<file path="src/rtl/player_input_if.sv">
// Player-side signal bundle: raw button and switches in, game state and score pulses out.
// The game logic sits on the slave side; the stimulus or pattern source sits on the master side.
interface player_input_if;
    logic        key_n;
    logic [9:0]  sw;
    logic [9:0]  target;
    logic [1:0]  state;
    logic [11:0] combo;
    logic        hit;
    logic        miss;

    modport master (
        output key_n, sw, target,
        input  state, combo, hit, miss
    );

    modport slave (
        input  key_n, sw, target,
        output state, combo, hit, miss
    );
endinterface

</file>
<file path="src/rtl/player_input.sv">
// Reaction game front end. It synchronizes the button and the switches, debounces the button,
// and runs the IDLE/PLAY/STOP game with a combo counter, hit/miss pulses and a PLAY timeout.
module player_input #(
    parameter int unsigned DEBOUNCE_CYCLES = 50000,
    parameter int unsigned TIMEOUT_CYCLES  = 250000000
) (
    input  logic          clk,
    input  logic          rst,
    player_input_if.slave pif
);

    localparam int unsigned SW_W    = 10;
    localparam int unsigned COMBO_W = 12;
    localparam int unsigned DCW     = (DEBOUNCE_CYCLES > 1) ? $clog2(DEBOUNCE_CYCLES + 1) : 1;
    localparam int unsigned TW      = (TIMEOUT_CYCLES > 2) ? $clog2(TIMEOUT_CYCLES) : 1;

    localparam logic [DCW-1:0]     DB_LAST   = DCW'(DEBOUNCE_CYCLES - 1);
    localparam logic [TW-1:0]      TO_LAST   = TW'(TIMEOUT_CYCLES - 1);
    localparam logic [COMBO_W-1:0] COMBO_MAX = '1;

    typedef enum logic [1:0] {
        S_IDLE = 2'd0,
        S_PLAY = 2'd1,
        S_STOP = 2'd2
    } state_t;

    logic [1:0]      key_sync;
    logic [SW_W-1:0] sw_meta;
    logic [SW_W-1:0] sw_s;
    logic            key_s;

    logic [1:0]      sync_vld;
    logic            armed;
    logic            deb;
    logic            deb_prev;
    logic [DCW-1:0]  db_cnt;
    logic            press_c;

    state_t             state_q, state_d;
    logic [COMBO_W-1:0] combo_q, combo_d;
    logic [TW-1:0]      timer_q, timer_d;
    logic               hit_q, hit_d;
    logic               miss_q, miss_d;

    // Two-flop synchronizers; the key idles released, the switches idle low.
    always_ff @(posedge clk) begin
        if (rst) begin
            key_sync <= 2'b11;
            sw_meta  <= '0;
            sw_s     <= '0;
        end else begin
            key_sync <= {key_sync[0], pif.key_n};
            sw_meta  <= pif.sw;
            sw_s     <= sw_meta;
        end
    end

    assign key_s = key_sync[1];

    // A key held through reset must be seen released before it may fire again. sync_vld
    // marks when key_s stops showing the reset value and starts reflecting the real pin.
    always_ff @(posedge clk) begin
        if (rst) begin
            sync_vld <= 2'b00;
            armed    <= 1'b0;
        end else begin
            sync_vld <= {sync_vld[0], 1'b1};
            armed    <= armed | (sync_vld[1] & key_s);
        end
    end

    // Debounce: the level follows key_s only after it has differed for DEBOUNCE_CYCLES cycles in a row.
    always_ff @(posedge clk) begin
        if (rst) begin
            deb      <= 1'b1;
            deb_prev <= 1'b1;
            db_cnt   <= '0;
        end else begin
            deb_prev <= deb;
            if (key_s == deb) begin
                db_cnt <= '0;
            end else if (db_cnt == DB_LAST) begin
                deb    <= key_s;
                db_cnt <= '0;
            end else begin
                db_cnt <= db_cnt + DCW'(1);
            end
        end
    end

    assign press_c = armed & deb_prev & ~deb;

    always_ff @(posedge clk) begin
        if (rst) begin
            state_q <= S_IDLE;
            combo_q <= '0;
            timer_q <= '0;
            hit_q   <= 1'b0;
            miss_q  <= 1'b0;
        end else begin
            state_q <= state_d;
            combo_q <= combo_d;
            timer_q <= timer_d;
            hit_q   <= hit_d;
            miss_q  <= miss_d;
        end
    end

    // Game FSM. A press wins over a timer expiry that lands in the same cycle.
    always_comb begin
        state_d = state_q;
        combo_d = combo_q;
        timer_d = timer_q;
        hit_d   = 1'b0;
        miss_d  = 1'b0;
        case (state_q)
            S_IDLE: begin
                timer_d = '0;
                if (press_c) begin
                    state_d = S_PLAY;
                    combo_d = '0;
                end
            end
            S_PLAY: begin
                if (press_c) begin
                    timer_d = '0;
                    if (sw_s == pif.target) begin
                        hit_d = 1'b1;
                        if (combo_q != COMBO_MAX) begin
                            combo_d = combo_q + COMBO_W'(1);
                        end
                    end else begin
                        state_d = S_STOP;
                        miss_d  = 1'b1;
                    end
                end else if (timer_q == TO_LAST) begin
                    state_d = S_STOP;
                    miss_d  = 1'b1;
                    timer_d = '0;
                end else begin
                    timer_d = timer_q + TW'(1);
                end
            end
            S_STOP: begin
                timer_d = '0;
                if (press_c) begin
                    state_d = S_IDLE;
                    combo_d = '0;
                end
            end
            default: begin
                state_d = S_IDLE;
                combo_d = '0;
                timer_d = '0;
            end
        endcase
    end

    assign pif.state = state_q;
    assign pif.combo = combo_q;
    assign pif.hit   = hit_q;
    assign pif.miss  = miss_q;

endmodule

</file>
<file path="src/flat_wrapper.sv">
// flat-port wrapper written by rule: the top's interface ports become plain ports
module player_input_flat 
#(
    parameter int unsigned DEBOUNCE_CYCLES = 50000,
    parameter int unsigned TIMEOUT_CYCLES  = 250000000
)
  (clk, rst, pif_key_n, pif_sw, pif_target, pif_state, pif_combo, pif_hit, pif_miss);
  player_input_if pif_i ();
  input  logic clk;
  input  logic rst;
  input wire logic [$bits(pif_i.key_n)-1:0] pif_key_n;
  input wire logic [$bits(pif_i.sw)-1:0] pif_sw;
  input wire logic [$bits(pif_i.target)-1:0] pif_target;
  output wire logic [$bits(pif_i.state)-1:0] pif_state;
  output wire logic [$bits(pif_i.combo)-1:0] pif_combo;
  output wire logic [$bits(pif_i.hit)-1:0] pif_hit;
  output wire logic [$bits(pif_i.miss)-1:0] pif_miss;
  assign pif_i.key_n = pif_key_n;
  assign pif_i.sw = pif_sw;
  assign pif_i.target = pif_target;
  assign pif_state = pif_i.state;
  assign pif_combo = pif_i.combo;
  assign pif_hit = pif_i.hit;
  assign pif_miss = pif_i.miss;
  player_input #(.DEBOUNCE_CYCLES(DEBOUNCE_CYCLES), .TIMEOUT_CYCLES(TIMEOUT_CYCLES)) u_core (.clk(clk), .rst(rst), .pif(pif_i));
endmodule
</file>
<file path="config.mk">
export PLATFORM = sky130hd
export DESIGN_NAME = player_input_flat
export DESIGN_NICKNAME = d
export VERILOG_FILES = /design/src/rtl/player_input_if.sv /design/src/rtl/player_input.sv /design/src/flat_wrapper.sv
export SDC_FILE = /design/constraint.sdc
export NUM_CORES = 1
export LEC_CHECK = 0
export ABC_CLOCK_PERIOD_IN_PS = 4300
export BUFFER_PORTS_ARGS = -buffer_cell sky130_fd_sc_hd__buf_4
export CAP_MARGIN = 20
export CORE_AREA = 2 2 79 81
export DETAILED_ROUTE_END_ITERATION = 6
export DIE_AREA = 0 0 81 83
export PLACE_DENSITY = 0.89
export SLEW_MARGIN = 5
export SYNTH_ARGS = -nofsm -noshare
export SYNTH_HDL_FRONTEND = slang
export SYNTH_SLANG_ARGS = --single-unit
</file>
<file path="constraint.sdc">
create_clock -name clk -period 4.3 [get_ports clk]
set_input_delay 0.86 -clock clk [delete_from_list [all_inputs] [get_ports clk]]
set_output_delay 0.86 -clock clk [all_outputs]
set_load 0.01 [all_outputs]
</file>
# Word-level counts from Yosys, hierarchy flattened
# Index checks and enable logic that the tools add are counted.
dict set report op_classes {
  addsub 3
  n_eq_ne 15
  n_mux 16
  bitwise 8
  n_reduce_logical 9
}
# op n
set ops {}
lappend ops {{$mux W12} 4}
lappend ops {{$add A28 B1 Y28 const B} 1}
lappend ops {{$eq A28 B28 Y1 const B} 1}
lappend ops {{$pmux W12 S2} 1}
lappend ops {{$add A16 B1 Y16 const B} 1}
lappend ops {{$eq A16 B16 Y1 const B} 1}
lappend ops {{$add A12 B1 Y12 const B} 1}
lappend ops {{$ne A12 B12 Y1 const B} 1}
lappend ops {{$ne A2 B1 Y1 const B} 6}
lappend ops {{$eq A10 B10 Y1} 1}
lappend ops {{$mux W2} 5}
lappend ops {{$reduce_and A4 Y1} 2}
lappend ops {{$pmux W2 S3} 1}
lappend ops {{$reduce_or A3 Y1} 2}
lappend ops {{$mux W1} 5}
lappend ops {{$not A1 Y1} 4}
lappend ops {{$reduce_or A2 Y1} 2}
lappend ops {{$reduce_or A4 Y1} 1}
lappend ops {{$and A1 B1 Y1} 3}
lappend ops {{$ne A3 B1 Y1 const B} 1}
lappend ops {{$ne A3 B3 Y1 const B} 1}
lappend ops {{$eq A2 B1 Y1 const B} 1}
lappend ops {{$eq A2 B2 Y1 const B} 1}
lappend ops {{$logic_not A2 Y1} 1}
lappend ops {{3 further kinds} 3}
dict set report totals {
  register_bits 87
  input_bits 23
  output_inout_bits 16
}

# Logic depth before layout (Yosys ltp)
# Gate-level depths: netlist of run 1.
dict set report logic_depth {
  word_depth 5
  ltp_mapped 9
  depth_no_buf 7
}

# Worst setup path after synthesis of run 1
# No wires, ideal clock.
dict set report synth_timing {
  path_type {in2reg}
  startpoint {input pif_target[4]}
  endpoint {register u_core.combo_q[4], in the netlist u_core.pif.combo[4]}
  setup_ns 0.059
  t_arrival_ns 2.269
  path_slack_ns 1.972
  cell_stages 7
  cell_sequence {xnor2_1 -> nand4_4 -> nor3_4 -> nand2_2 -> buf_6 -> or4_1 -> nand2_1}
}
dict set report synth_via {
  elab_chain_cells 3
}
# element line_no
set synth_lines {}
lappend synth_lines {{start: declaration} flat_wrapper.sv:13} ;# input wire logic [$bits(pif_i.target)-1:0] pif_target;
lappend synth_lines {{$eq A10 B10 Y1} player_input.sv:127} ;# if (sw_s == pif.target) begin
lappend synth_lines {{$ne A2 B1 Y1 (no source line)} -}
lappend synth_lines {{$reduce_and A4 Y1 (no source line)} -}
lappend synth_lines {{end signal: assignment} player_input.sv:102} ;# combo_q <= combo_d;
lappend synth_lines {{end: declaration} player_input.sv:40} ;# logic [COMBO_W-1:0] combo_q, combo_d;
# No other way between the ends.
# A chain may end at the register's enable or synchronous reset.

# Worst setup path in the final report of run 1
dict set report layout_timing {
  startpoint {register u_core.timer_q[0]}
  endpoint {register u_core.timer_q[10]}
}
dict set report layout_via {
  elab_chain_cells 2
  word_cells_on_any_way 3
}
# element line_no
set layout_lines {}
lappend layout_lines {{start: declaration} player_input.sv:41} ;# logic [TW-1:0] timer_q, timer_d;
lappend layout_lines {{start signal: assignment} player_input.sv:103} ;# timer_q <= timer_d;
lappend layout_lines {{parallel branches: the longest is 2 deep, another holds $add A28 B1 Y28} -}
# Several ways; the timed one is not identified.

==> results.tsv, run 1 <==
metric	value	unit
dominantRegCellSynth	dfxtp_1	
fill_cells	441	
cts_buffers	9	
path_cells	ha_1 > nand2_1 > or2_1 > nor4_2 > a41oi_1 > nand2_2 > nor2_1	
post-route-drc-count	0	
synth-seq-area-share	48.8	%
dpl.hpwl	4690	um
final_common_cell	dfxtp_1	
final_max_slew_viol_count	0	
min-delay-path-class	reg -> reg	
layout_common_cells	87 x dfxtp_1, 60 x nor2_1, 38 x buf_4, 31 x xor2_1, 27 x nand3_1	
antenna_found_initial	0	
worstPathArrival	2.50	ns
first_iter_violations	199	
io_buffer_count	38	
drive_above_1_share	16.5	%
track_usage	21.1	%
row_count	28	
worst_clock_skew	0.00748	ns
fin_tns_setup	0	ns
hold_violations	0	
post-route-period-util	52.7	%
die_y	83	um
grt_pass1_vias	2631	
critPathBufInv	0	
ys_warn_count	0	
grt_overflow	0	
routed_wl	6790	um
worstMarginPinSlew	0.639	ns
max_stage_delay	0.48	ns
cts.path.max_buffers	2	
core-area	5820	um^2
syn-cell-area	3570	um^2
synth_nets	408	
area_growth	13.9	%
vias	2743	
rsz0062_at_grt	no	
num_io_pins	39	
start_kind	register	
final_nets	445	
endpoint	u_core.timer_q[10]	
required	4.53	ns
synth_area_per_cell	9.34	um^2
async_flop_share	0	%
cts_tree	built	
cts_num_sinks	87	
r2r_cells	7	
criticalPathCategory	reg -> reg	
diodes	0	
cp.depth	7	
hold_start	u_core.key_sync[0]	
ctsHoldBuffers	0	
grt_start_max_net_pins	32	
start_util	61.4	%
leakage	1.47	nW
relSlewSlack	57.1	%
cp-end-kind	register	
synth_cell_types	52	
cts_resized	0	
netlist_instances	382	
final_cells	499	
crit_slowest_cell	nand2_2	
ys_seq_elements	87	
dieWidth	81	um
clockRootBuffer	clkbuf_8	
finalCriticalPeriod	2.27	ns
first_pass_iters	4	
wl_per_cell	13.6	um
grt_first_pass_wirelength	11200	um
r2r-start	u_core.timer_q[0]	
place_inst	483	
r2r_setup_slack	2.03	ns
p_per_area	342	nW/um^2
post_cts_buffers	0	
ctsHtreeMaxLevel	3	
ant_nets	0	
cp_top_family	simple AND/OR/NAND/NOR gates	
synth_edf_count	0	
critPathMaxFanout	27	
fmax	441	MHz
vias_per_cell	5.50	
worstReg2RegEnd	u_core.timer_q[10]	
setup_viol	0	
place_congestion	0.875	
peakVddDrop	300	uV
clk_pin_slew	0.09	ns
worstSkewPairLatency	0.36	ns
status	finished, final reports clean	
cap_violations	0	
die_area	6720	um^2
startpoint	u_core.timer_q[0]	
[synth_stat cells, types with 4 or more instances]
cell       n  area (um^2)
a21oi_1    5         25.0
and2_1     5         31.3
and3_1    11         68.8
clkbuf_1   6         22.5
dfxtp_1   87         1740
inv_1      5         18.8
nand2_1   22         82.6
nand3_1   27          135
nand4_1   11         68.8
nor2_1    60          225
nor2b_1   23          144
nor4_1     4         25.0
or2_2      5         31.3
xnor2_1   20          175
xor2_1    31          272
[state kept, by name, indices dropped and copies added, names as in the netlist]
signal / cells
u_core.armed: 1
u_core.db_cnt: 16
u_core.deb: 1
u_core.deb_prev: 1
u_core.key_sync: 2
u_core.pif.combo: 12
u_core.pif.hit: 1
u_core.pif.miss: 1
u_core.pif.state: 2
u_core.sw_meta: 10
u_core.sw_s: 10
u_core.sync_vld: 2
u_core.timer_q: 28
[cell type report]
type                    instances  area (um^2)  area share [%]
inverters                       5         18.8           0.462
clock inverters                 7         56.3            1.39
multi-input cells             278         1750            42.9
repair buffers                 38          285            7.02
well taps                      75         93.8            2.31
clock buffers                   9          124            3.05
flip-flops and latches         87         1740            42.8
[layer usage]
layer  wire length (um)  vias to the layer above  GRT usage (%)
li1                   -                     1375              -
met3                267                       11           5.65
met4                102                        0           7.70
met5                  0                        -              0
met2               3360                       51           34.9
met1               3060                     1306           26.0
[how the worst min path moves through the flow]
stage	end	slack (ns)	cells past startpoint
2_1_floorplan	u_core.key_sync[1]	0.39	1
5_1_grt	u_core.key_sync[1]	0.46	1
3_3_place_gp	u_core.key_sync[1]	0.40	1
6_report	u_core.key_sync[1]	0.43	1
3_5_place_dp	u_core.key_sync[1]	0.42	1
4_1_cts	u_core.key_sync[1]	0.44	1
[logic make-up (layout without fill, tap and decap cells)]
| group | Yosys count | in the layout | share of synthesized area [%] |
|---|---|---|---|
| simple gates | 199 | 199 | 30.2 |
| flops | 87 | 87 | 48.8 |
| xor+xnor | 51 | 51 | 12.5 |
| compound gates | 23 | 23 | 4.52 |
| buf+inv | 17 | 59 | 2.31 |
| fa+ha+maj | 3 | 3 | 1.05 |
| mux | 2 | 2 | 0.596 |
[stage by stage]
step                hold slack, ns  area, um^2  worst slack [ns]  util [%]  total power, mW
floorplan                    0.389        3570              1.97         -            0.863
global placement             0.397        3880              1.80      66.8            0.882
detailed placement           0.419        3880              1.74      66.8            0.885
CTS                          0.438        4070              2.04      69.9             1.39
global route                 0.462        4070              1.87      69.9             1.44
finish                       0.434        4070              2.03      69.9             1.39
[power breakdown]
part           switching (mW)  internal [mW]  leakage (nW)
Sequential            0.00419          0.816         0.706
Clock                   0.311          0.214        0.0785
Combinational          0.0199         0.0252         0.685
Total                   0.335           1.06          1.47
No activity file was read; power rests on OpenSTA's default activity.
==> inputs of run 2 (changes only) <==
--- a/config.mk
+++ b/config.mk
@@ -5,13 +5,13 @@
 export SDC_FILE = /design/constraint.sdc
 export NUM_CORES = 1
 export LEC_CHECK = 0
-export ABC_CLOCK_PERIOD_IN_PS = 4300
+export ABC_CLOCK_PERIOD_IN_PS = 2000
 export BUFFER_PORTS_ARGS = -buffer_cell sky130_fd_sc_hd__buf_4
 export CAP_MARGIN = 20
-export CORE_AREA = 2 2 79 81
+export CORE_AREA = 2 2 86 88
 export DETAILED_ROUTE_END_ITERATION = 6
-export DIE_AREA = 0 0 81 83
-export PLACE_DENSITY = 0.89
+export DIE_AREA = 0 0 88 90
+export PLACE_DENSITY = 0.81
 export SLEW_MARGIN = 5
 export SYNTH_ARGS = -nofsm -noshare
 export SYNTH_HDL_FRONTEND = slang
==> constraint.sdc (replaced) <==
create_clock -name clk -period 2 [get_ports clk]
set_input_delay 0.4 -clock clk [delete_from_list [all_inputs] [get_ports clk]]
set_output_delay 0.4 -clock clk [all_outputs]
set_load 0.01 [all_outputs]
==> run 2 against run 1 <==
Cell count increased by 9.6%. Maximum frequency grew 21%. Clock skew about the same. Critical path depth is the same. Global-route usage is 2.3 points lower. Power is 120% higher. Sequential cell count unchanged. Die area up 18%. Count of clock-buffer cells in the layout increased by 2. Hold slack worse by 0.20 ns. Sequential share of layout area is 2.5 points lower. Combinational power rose by 120%. Critical path type unchanged.
==> results.tsv, run 2 (same netlist as run 1, synthesis figures left out) <==
metric	value	unit
worst_clock_skew	0.00764	ns
p_per_area	706	nW/um^2
layout_common_cells	87 x dfxtp_1, 61 x buf_4, 60 x nor2_1, 31 x xor2_1, 27 x nand3_1	
vias_per_cell	5.13	
critPathBufInv	1	
min-delay-path-class	in -> reg	
leakage	1.61	nW
max_stage_delay	0.42	ns
finalCriticalPeriod	1.88	ns
rsz0062_at_grt	no	
required	2.22	ns
setup_viol	0	
post-route-drc-count	0	
num_io_pins	39	
maxUsedRoutingLayer	met4	
regArea	1740	um^2
diodes	0	
fin_tns_setup	0	ns
critPathMaxFanout	5	
hold_violations	0	
cts_tree	built	
fmax	532	MHz
final_nets	469	
relSlewSlack	62.9	%
hold_slack	0.235	ns
place_congestion	0.833	
antenna_found_initial	0	
total_power	3.05	mW
cap_violations	0	
post-route-period-util	94.0	%
dpl.hpwl	4880	um
fill_cells	596	
largest_reg_flops	28	
routed_wl	6750	um
path_cells	and4_1 > nand2_1 > or3_1 > and2_1 > buf_4 > nor4b_2 > nor4_1	
die_area	7920	um^2
clockRootBuffer	clkbuf_8	
grt_start_max_net_pins	22	
track_usage	18.8	%
row_count	31	
vias	2807	
final_max_slew_viol_count	0	
cp_top_family	simple AND/OR/NAND/NOR gates	
worstMarginPinSlew	0.551	ns
cts.path.max_buffers	2	
final_common_cell	dfxtp_1	
cts_buffers	9	
start_kind	register	
place_inst	531	
worstPathArrival	2.10	ns
cts_num_sinks	87	
timing.final.ws_setup	0.120	ns
wl_met2	3360	um
crit_slowest_cell	or3_1	
wl_per_cell	12.3	um
io_buffer_count	38	
grt_overflow	0	
clk_pin_slew	0.08	ns
top_register	u_core.timer_q	
worstSkewPairLatency	0.35	ns
post_cts_buffers	0	
cp-end-kind	register	
dp_slack	0.0278	ns
core-area	7020	um^2
criticalPathCategory	reg -> reg	
grt_pass1_vias	2811	
start_util	50.8	%
ant_nets	0	
status	finished, final reports clean	
final_cells	547	
routed-wl-met3	262	um
first_pass_iters	5	
peakVddDrop	667	uV
area_growth	21.0	%
grt_first_pass_wirelength	12000	um
first_iter_violations	121	
multi_input_area	1770	um^2
wl_met1	2980	um
drive_above_1_share	21.2	%
ctsHtreeMaxLevel	3	
die_y	90	um
dieWidth	88	um
==> run 2: cell count changes in the layout (fill, tap and decap cells not counted) <==
cell / delta
clkbuf_1: +2
nor4b_2: +1
a41oi_2: +1
buf_4: +23
inv_6: -2
nor4b_1: -1
clkinvlp_4: -2
nor4_1: -1
nor4_2: +1
buf_12: +1
clkinv_2: +1
a41oi_1: -1
bufinv_16: +1
==> run 2: path summary, 6_finish.rpt <==
path	startpoint	to	slack, ns	cells past startpoint
worst max-delay path	u_core.pif.combo[10]	u_core.pif.combo[6]	0.12	7
worst min-delay path	pif_key_n	u_core.key_sync[0]	0.23	2
worst max register to register	u_core.pif.combo[10]	u_core.pif.combo[6]	0.12	7
worst min register to register	u_core.key_sync[0]	u_core.key_sync[1]	0.44	1
==> run 2: cell type report <==
type | instances | area share (%)
multi-input combinational | 278 | 40.9
sequential | 87 | 40.3
timing repair buffer | 62 | 11.1
clock buffer | 11 | 3.04
tap | 99 | 2.87
clock inverter | 5 | 1.36
inverter | 5 | 0.435
==> run 2: power breakdown <==
group,internal [mW],total (mW),switching [mW],leakage (nW)
logic,0.0574,0.0986,0.0412,0.817
registers,1.75,1.76,0.00803,0.706
clock network,0.578,1.19,0.607,0.0895
total,2.39,3.05,0.656,1.61
==> run 2: stage by stage <==
step	util, %	area (um^2)
detailed placement	58.5	4110
global placement	58.5	4110
CTS	61.2	4300
finish	61.5	4320
floorplan	-	3570
global route	61.5	4320
==> run 2: worst reg2reg max path: stages, from the launching register on <==
cell	delay [ns]
dfxtp_1	0.38
and4_1	0.23
nand2_1	0.09
or3_1	0.42
and2_1	0.19
buf_4	0.17
nor4b_2	0.21
nor4_1	0.08
==> run 2: timing repair <==
action,in CTS,in global routing
hold buffers,0,0
endpoints found under the setup margin,0,26
resized for setup,0,3
==> run 2: per-layer routing <==
layer	vias up	global-route usage, %
met5	-	0
met4	0	8.97
met3	15	4.50
met2	68	31.3
met1	1304	22.5
li1	1420	-
==> inputs of run 3 (changes only) <==
--- a/config.mk
+++ b/config.mk
@@ -5,12 +5,13 @@
 export SDC_FILE = /design/constraint.sdc
 export NUM_CORES = 1
 export LEC_CHECK = 0
+export ABC_AREA = 1
 export ABC_CLOCK_PERIOD_IN_PS = 2000
 export BUFFER_PORTS_ARGS = -buffer_cell sky130_fd_sc_hd__buf_4
 export CAP_MARGIN = 20
-export CORE_AREA = 2 2 86 88
+export CORE_AREA = 2 2 93 95
 export DETAILED_ROUTE_END_ITERATION = 6
-export DIE_AREA = 0 0 88 90
+export DIE_AREA = 0 0 95 97
 export PLACE_DENSITY = 0.81
 export SLEW_MARGIN = 5
 export SYNTH_ARGS = -nofsm -noshare
==> run 3 against run 2 <==
Cell count rose by 39%. First-iteration DRC count rose by 110%. Setup slack improved by 0.11 ns. Critical path depth rose by 3. Die area rose by 16%. Critical endpoint is now u_core.pif.combo[9].
==> results.tsv, run 3 <==
metric	value	unit
die_y	97	um
dieWidth	95	um
diodes	0	
synth_common_cells	131 x nand2_1, 100 x inv_1, 89 x nor2_1, 87 x dfxtp_1, 33 x nand3_1	
required	2.29	ns
wl_per_cell	11.7	um
netlist_instances	608	
finalCriticalPeriod	1.77	ns
grt_pass1_vias	3568	
fmax	564	MHz
core-area	8130	um^2
relSlewSlack	71.7	%
yosys.area.top_type	dfxtp_1	
critPathMaxFanout	13	
post-route-period-util	88.7	%
hold_start	pif_key_n	
layout_common_cells	131 x nand2_1, 100 x inv_1, 89 x nor2_1, 87 x dfxtp_1, 46 x buf_4	
grt_first_pass_wirelength	15300	um
largest_reg_flops	28	
yosysTopAreaCellShare	41.1	%
criticalPathCategory	reg -> reg	
worstMarginPinSlew	0.423	ns
synth_cell_types	34	
io_buffer_count	38	
p_per_area	640	nW/um^2
place_congestion	0.922	
clk_pin_slew	0.09	ns
ctsHoldBuffers	0	
vias_per_cell	5.09	
synth_area_per_cell	6.97	um^2
r2r-start	u_core.pif.combo[0]	
setup_viol	0	
worstSkewPairLatency	0.35	ns
cts_buffers	9	
grt_overflow	0	
cp-end-kind	register	
routed_wl	8910	um
post_cts_buffers	0	
start_util	52.1	%
peakVddDrop	553	uV
min-delay-path-class	in -> reg	
first_iter_violations	251	
top_register	u_core.timer_q	
synth_edf_count	0	
final_max_slew_viol_count	0	
drive_above_1_share	14.8	%
cts_tree	built	
hold_violations	0	
ys_seq_elements	87	
area_growth	14.2	%
rsz0062_at_grt	no	
start_kind	register	
final_nets	678	
track_usage	20.3	%
leakage	1.96	nW
grt_start_max_net_pins	34	
hold_slack	0.237	ns
cts.path.max_buffers	2	
post-route-drc-count	0	
clockRootBuffer	clkbuf_8	
cts_resized	0	
num_io_pins	39	
dpl.hpwl	6600	um
final_common_cell	nand2_1	
worst_clock_skew	0.00779	ns
cts_num_sinks	87	
synth.area.top_cells	dfxtp_1 41%, nand2_1 12%, inv_1 8.9%	
async_flop_share	0	%
row_count	33	
syn-cell-area	4240	um^2
worstPathArrival	2.06	ns
ctsHtreeMaxLevel	3	
cap_violations	0	
antenna_found_initial	0	
synth_nets	634	
synth-seq-area-share	41.1	%
vias	3872	
final_util	59.5	%
fin_tns_setup	0	ns
status	finished, final reports clean	
dominantRegCellSynth	dfxtp_1	
yosysMostFrequentCell	nand2_1	
ys_warn_count	0	
startpoint	u_core.pif.combo[0]	
first_pass_iters	5	
die_area	9220	um^2
ant_nets	0	
run 3: changes by cell type after synthesis, moves of 9 or more:
cell     change
xor2_1      -20
nand4_1     +12
and3_1       -9
nor2_1      +29
nor3_1      +21
a21oi_1     +20
nand2_1    +109
xnor2_1     -14
inv_1       +95
nor2b_1     -23
run 3: critical path, stage by stage, from the launching register on:
cell and delay, ns:
dfxtp_1 0.35, ha_1 0.21, nand2_1 0.08, nor2_1 0.06, nand2_1 0.11, nor2_2 0.06, a21oi_4 0.37, nand3_4 0.22
nand2_1 0.11, inv_1 0.04, nor2_1 0.10
run 3: kinds of logic after synthesis:
family	Yosys count	synth area share (%)
simple gates	347	38.6
buf+inv	116	11.1
flops	87	41.1
compound gates	38	4.81
xor+xnor	17	3.51
fa+ha+maj	3	0.886
run 3: cell type report:
| class | count | area [um^2] |
|---|---|---|
| fill | 749 | 3300 |
| multi-input combinational | 405 | 2040 |
| sequential | 87 | 1740 |
| inverter | 103 | 387 |
| timing repair buffer | 46 | 345 |
| tap | 105 | 131 |
| clock buffer | 9 | 124 |
| clock inverter | 6 | 70.1 |
run 3: final timing paths:
kind | to | slack [ns] | cells past startpoint
setup / recovery | u_core.pif.combo[9] | 0.23 | 10
hold / removal | u_core.key_sync[0] | 0.24 | 2
setup reg to reg | u_core.pif.combo[9] | 0.23 | 10
hold reg to reg | u_core.sw_s[8] | 0.40 | 2
run 3: per-layer routing:
metal  routed length (um)  track usage (%)
met5                    0                0
met4                  187             7.02
met2                 4310             34.0
met1                 3960             26.2
met3                  456             3.35
run 3: power by group:
group,total [mW],switching [mW],internal [mW]
Sequential,1.76,0.00939,1.76
Combinational,0.109,0.0550,0.0544
Clock,1.22,0.641,0.579
Total,3.09,0.705,2.39
run 3: metrics by stage:
step / cell area (um^2) / setup WS [ns] / power (mW) / instances
detailed placement: 4630 / 0.0300 / 1.92 / 746
floorplan: 4240 / 0.486 / 1.86 / 608
finish: 4840 / 0.226 / 3.09 / 761
global route: 4840 / 0.0520 / 3.21 / 761
CTS: 4820 / 0.000178 / 3.11 / 761
global placement: 4630 / 0.157 / 1.91 / 746
